==> src/rtl/ps2_host_tx.sv <==
// PS/2 host-to-device byte transmitter: inhibit, request-to-send, clocked bit
// shifting on device falling edges, acknowledge capture and idle-bus wait.
module ps2_host_tx #(
  parameter int unsigned INHIBIT_CYCLES = 2400,
  parameter int unsigned REQ_CYCLES     = 24,
  parameter int unsigned TIMEOUT_CYCLES = 48000
) (
  input  logic       clk,
  input  logic       reset,
  input  logic       ps2_clk,
  input  logic       ps2_dat,
  output logic       ps2_clk_oe,
  output logic       ps2_dat_oe,
  input  logic [7:0] tx_data,
  input  logic       tx_start,
  output logic       busy,
  output logic       done,
  output logic       ack_ok,
  output logic       error
);

  localparam int unsigned MAX_A  = (INHIBIT_CYCLES > TIMEOUT_CYCLES) ? INHIBIT_CYCLES : TIMEOUT_CYCLES;
  localparam int unsigned MAX_CY = (MAX_A > REQ_CYCLES) ? MAX_A : REQ_CYCLES;
  localparam int unsigned CW     = $clog2(MAX_CY + 1);

  typedef enum logic [2:0] {IDLE, INHIBIT, REQ, SEND, ACK, WAIT_IDLE} state_t;

  state_t      state, state_n;
  logic [CW-1:0] cnt, cnt_n;
  logic [3:0]  edge_cnt, edge_n;
  logic [10:0] shreg;
  logic        clk_s1, clk_s2, clk_prev, dat_s1, dat_s2;
  logic        fall;
  logic        load, shift, capture, fin, timeout;

  always_ff @(posedge clk or posedge reset) begin
    if (reset) begin
      clk_s1   <= 1'b1;
      clk_s2   <= 1'b1;
      clk_prev <= 1'b1;
      dat_s1   <= 1'b1;
      dat_s2   <= 1'b1;
    end else begin
      clk_s1   <= ps2_clk;
      clk_s2   <= clk_s1;
      clk_prev <= clk_s2;
      dat_s1   <= ps2_dat;
      dat_s2   <= dat_s1;
    end
  end

  assign fall = clk_prev & ~clk_s2;

  always_comb begin
    state_n = state;
    cnt_n   = cnt + CW'(1);
    edge_n  = edge_cnt;
    load    = 1'b0;
    shift   = 1'b0;
    capture = 1'b0;
    fin     = 1'b0;
    timeout = 1'b0;
    case (state)
      IDLE: begin
        cnt_n  = '0;
        edge_n = '0;
        if (tx_start) begin
          load    = 1'b1;
          state_n = INHIBIT;
        end
      end
      INHIBIT: begin
        if (cnt == CW'(INHIBIT_CYCLES - 1)) begin
          state_n = REQ;
          cnt_n   = '0;
        end
      end
      REQ: begin
        if (cnt == CW'(REQ_CYCLES - 1)) begin
          state_n = SEND;
          cnt_n   = '0;
        end
      end
      SEND: begin
        if (fall) begin
          cnt_n = '0;
          shift = 1'b1;
          // Tenth edge puts the stop bit out; the ACK edge comes next.
          if (edge_cnt == 4'd9) begin
            state_n = ACK;
            edge_n  = '0;
          end else begin
            edge_n = edge_cnt + 4'd1;
          end
        end else if (cnt == CW'(TIMEOUT_CYCLES - 1)) begin
          timeout = 1'b1;
        end
      end
      ACK: begin
        if (fall) begin
          cnt_n   = '0;
          capture = 1'b1;
          state_n = WAIT_IDLE;
        end else if (cnt == CW'(TIMEOUT_CYCLES - 1)) begin
          timeout = 1'b1;
        end
      end
      WAIT_IDLE: begin
        if (clk_s2 && dat_s2) begin
          fin     = 1'b1;
          state_n = IDLE;
          cnt_n   = '0;
        end else if (fall) begin
          cnt_n = '0;
        end else if (cnt == CW'(TIMEOUT_CYCLES - 1)) begin
          timeout = 1'b1;
        end
      end
      default: state_n = IDLE;
    endcase
    if (timeout) begin
      state_n = IDLE;
      cnt_n   = '0;
    end
  end

  always_ff @(posedge clk or posedge reset) begin
    if (reset) begin
      state    <= IDLE;
      cnt      <= '0;
      edge_cnt <= '0;
      shreg    <= '1;
      ack_ok   <= 1'b0;
      done     <= 1'b0;
      error    <= 1'b0;
    end else begin
      state    <= state_n;
      cnt      <= cnt_n;
      edge_cnt <= edge_n;
      // Frame is {stop, odd parity, data[7:0], start}; bit 0 is on the wire.
      if (load)
        shreg <= {1'b1, ~^tx_data, tx_data, 1'b0};
      else if (shift)
        shreg <= {1'b1, shreg[10:1]};
      if (load || timeout)
        ack_ok <= 1'b0;
      else if (capture)
        ack_ok <= ~dat_s2;
      done  <= fin | timeout;
      error <= (fin & ~ack_ok) | timeout;
    end
  end

  assign ps2_clk_oe = (state == INHIBIT) || (state == REQ);
  assign ps2_dat_oe = ((state == REQ) || (state == SEND)) && !shreg[0];
  assign busy       = (state != IDLE);

endmodule
==> config.mk <==
export PLATFORM = sky130hd
export DESIGN_NAME = ps2_host_tx
export DESIGN_NICKNAME = d
export VERILOG_FILES = /design/src/rtl/ps2_host_tx.sv
export SDC_FILE = /design/constraint.sdc
export NUM_CORES = 1
export LEC_CHECK = 0
export BUFFER_PORTS_ARGS = -buffer_cell sky130_fd_sc_hd__buf_2
export CORE_UTILIZATION = 55
export DETAILED_ROUTE_END_ITERATION = 8
export GPL_TIMING_DRIVEN = 0
export PLACE_DENSITY = 0.82
export SLEW_MARGIN = 15
export SYNTH_ARGS = -nofsm -noshare
export SYNTH_HDL_FRONTEND = slang
export SYNTH_SLANG_ARGS = --single-unit
==> constraint.sdc <==
create_clock -name clk -period 5.7 [get_ports clk]
set_clock_uncertainty 0.05 [all_clocks]
set_input_delay 0.285 -clock clk [delete_from_list [all_inputs] [get_ports clk]]
set_output_delay 0.285 -clock clk [all_outputs]
set_load 0.05 [all_outputs]
==> flow_metrics.tcl <==
set metrics [dict create \
    status "finished, final reports clean" \
    min_path_type "input port to register" \
    powerDensity_nw_per_um2 445 \
    vias 1697 \
    synth_cell_types 40 \
    syn_to_final_growth_pct 13.8 \
    grt_pass1_vias 1588 \
    vias_per_cell 5.55 \
    synth_compound_area_share_pct 10.4 \
    insertion_delay_ns 0.30 \
    rr_startpoint "cnt[0]$_DFF_PP0_" \
    final_layout_size_suffix_gt1_share_pct 20.9 \
    ios 19 \
    cts_sinks 41 \
    crit_required_ns 5.83 \
    clock.fmax_mhz 466 \
    final_cell_mix "nor2_1 (31), nand2_1 (26), dfrtp_1 (26)" \
    hold_ws_ns 0.0378 \
    numPortBuffers 18 \
    synth-adder-area-share_pct 1.73 \
    async_flop_share_pct 100 \
    syn-cell-area_um2 2170 \
    cts_inserted_buffers 5 \
    globalplace.congestion 0.857 \
    grt_max_degree 33 \
    fin_area_um2 2470 \
    p_leak_nw 1.05 \
    dpl.hpwl_mm 3.08 \
    vdd_drop_max_v 0.000277 \
    synth_edf_count 0 \
    drv_cap 0 \
    clk_path_buf_depth 2 \
    synth_xor_xnor_area_share_pct 8.07 \
    power_mw 1.10 \
    finalHoldViolCount 0 \
    die_h_um 64.8 \
    die_x_um 64.8 \
    layout_commonest_cell "nor2_1" \
    relSlewSlack_pct 69.2 \
    htreeDepth 2 \
    crit_path_start_kind "register" \
    synth_top_family_by_area "simple AND/OR/NAND/NOR gates" \
    critPathCaptureType "register" \
    placedInstanceArea_um2 2340 \
    drv_slew 0 \
    syn_nets 246 \
    initial_core_util_pct 58.4 \
    grt.total_usage_pct 22.8 \
    synth-main-ff-cell "dfrtp_1" \
    ys.warnings.count 0 \
    fin_nets 273 \
    fillers 293 \
    worstPathArrival_ns 2.28 \
    route.antenna.remaining_nets 0 \
    ys_ff_latch 41 \
    synthCells 230 \
    grt_pass1_wl_mm 7.25 \
    drtIter0Drc 86 \
    antenna_found_initial 0 \
    coreArea_um2 3720 \
    clkSlewWorstSetupHoldPaths_ns 0.07 \
    post_cts_resized 0 \
    crit_path_start "cnt[0]$_DFF_PP0_" \
    rsz0062_at_grt "no" \
    max_slew.worst_pin.slew_ns 0.462 \
    path_max_fanout 10 \
    tritoncts "built" \
    wirelength_mm 4.33 \
    yosysTopAreaCell "dfrtp_1" \
    ys_top_cells_by_area "dfrtp_1 (30%), dfstp_2 (18%), nor2_1 (5.4%)" \
    fin_tns_setup_ns 0 \
    synthSimpleGateAreaFrac_pct 25.0 \
    critPathKind "register to register" \
    die_area_um2 4200 \
    muxShareOfSynthArea_pct 3.69 \
    grt-ovfl-total 0 \
    drc_errors 0 \
    finalCriticalPeriod_ns 2.14 \
    yosysSeqAreaShare_pct 48.2 \
    finalSetupViolations 0 \
    yosys.area.top_type_share_pct 30.0 \
    rows 22 \
    diodes 0 \
    synth.avg_cell_area_um2 9.43 \
    timing.final.crit_share_pct 37.6 \
    drt_pre_antenna_iters 4 \
    clock-root-buffer "clkbuf_8" \
    routedWlPerCell_um 14.2 \
    hold_start "ps2_clk" \
]
[registers in the layout, summed over array words and instances, names as in the netlist, 3 cells and up]
register,count
state,3
shreg,10
edge_cnt,4
cnt,16
[metrics by stage]
stage | utilization, % | setup slack (ns) | cells
2_1_floorplan | - | 3.78 | 230
3_3_place_gp | 62.4 | 3.60 | 296
3_5_place_dp | 63.0 | 3.55 | 297
4_1_cts | 66.5 | 3.55 | 306
5_1_grt | 66.5 | 3.40 | 306
6_report | 66.5 | 3.56 | 306
[layer usage]
| layer | share of wire [%] | vias to the layer above | GRT usage, % |
|---|---|---|---|
| li1 | - | 849 | - |
| met1 | 48 | 824 | 29.6 |
| met2 | 48 | 18 | 36.3 |
| met3 | 2.5 | 6 | 5.81 |
| met4 | 1.6 | 0 | 9.17 |
| met5 | 0 | - | 0 |
[report_power, final]
part           internal (mW)  switching, mW
combinational          0.141          0.276
sequential             0.388         0.0493
clock                  0.142          0.101
[final timing paths]
check	depth (start not counted)	slack, ns	endpoint
hold reg to reg	0	0.31	clk_s2$_DFF_PP1_
setup reg to reg	7	3.56	cnt[12]$_DFF_PP0_
min in group asynchronous	3	0.40	cnt[7]$_DFF_PP0_
hold / removal	1	0.04	clk_s1$_DFF_PP1_
max in group asynchronous	4	4.70	shreg[2]$_DFFE_PP1P_
setup / recovery	7	3.56	cnt[12]$_DFF_PP0_
[cell usage after synthesis, types with 2 or more instances]
library cell / n
nand4_1: 8
dfrtp_1: 26
dfstp_2: 15
a21o_1: 2
a21oi_1: 10
xor2_1: 7
nor2_1: 31
inv_1: 6
nor3_1: 4
nor4_1: 2
buf_2: 5
o211ai_1: 2
o21ai_0: 17
nor2b_1: 2
nand2b_1: 6
and4_1: 4
xnor2_1: 13
nand3_1: 7
nand2_1: 26
mux2i_1: 8
ha_1: 3
or3_1: 5
clkbuf_1: 4
[final cells by class]
cell class	instances	area (um^2)	share of cell area, %
Multi-Input combinational cell	174	1060	43.0
Sequential cell	41	1040	42.3
Timing Repair Buffer	20	120	4.86
Clock buffer	6	82.6	3.34
Tap cell	48	60.1	2.43
Buffer	9	40.0	1.62
Clock inverter	2	37.5	1.52
Inverter	6	22.5	0.912
[repair_timing]
| item | CTS | global route |
|---|---|---|
| hold buffers | 1 | 0 |
| setup buffers | 0 | 0 |
| endpoints found under the hold margin | 7 | 0 |
[worst max-delay path: stages, from the launching register on]
cell	delay, ns
dfrtp_1	0.38
ha_1	0.23
and4_1	0.21
nand4_1	0.14
a22o_1	0.31
o2bb2ai_2	0.33
buf_2	0.30
nor2_1	0.08
[cell families after synthesis]
logic type	Yosys count
AO/OA/AOI/OAI	38
XOR/XNOR	20
adder cells (fa/ha/maj)	3
buffers and inverters	15
flip-flops	41
multiplexers	8
AND/OR/NAND/NOR	105
No activity file was read; power rests on OpenSTA's default activity.
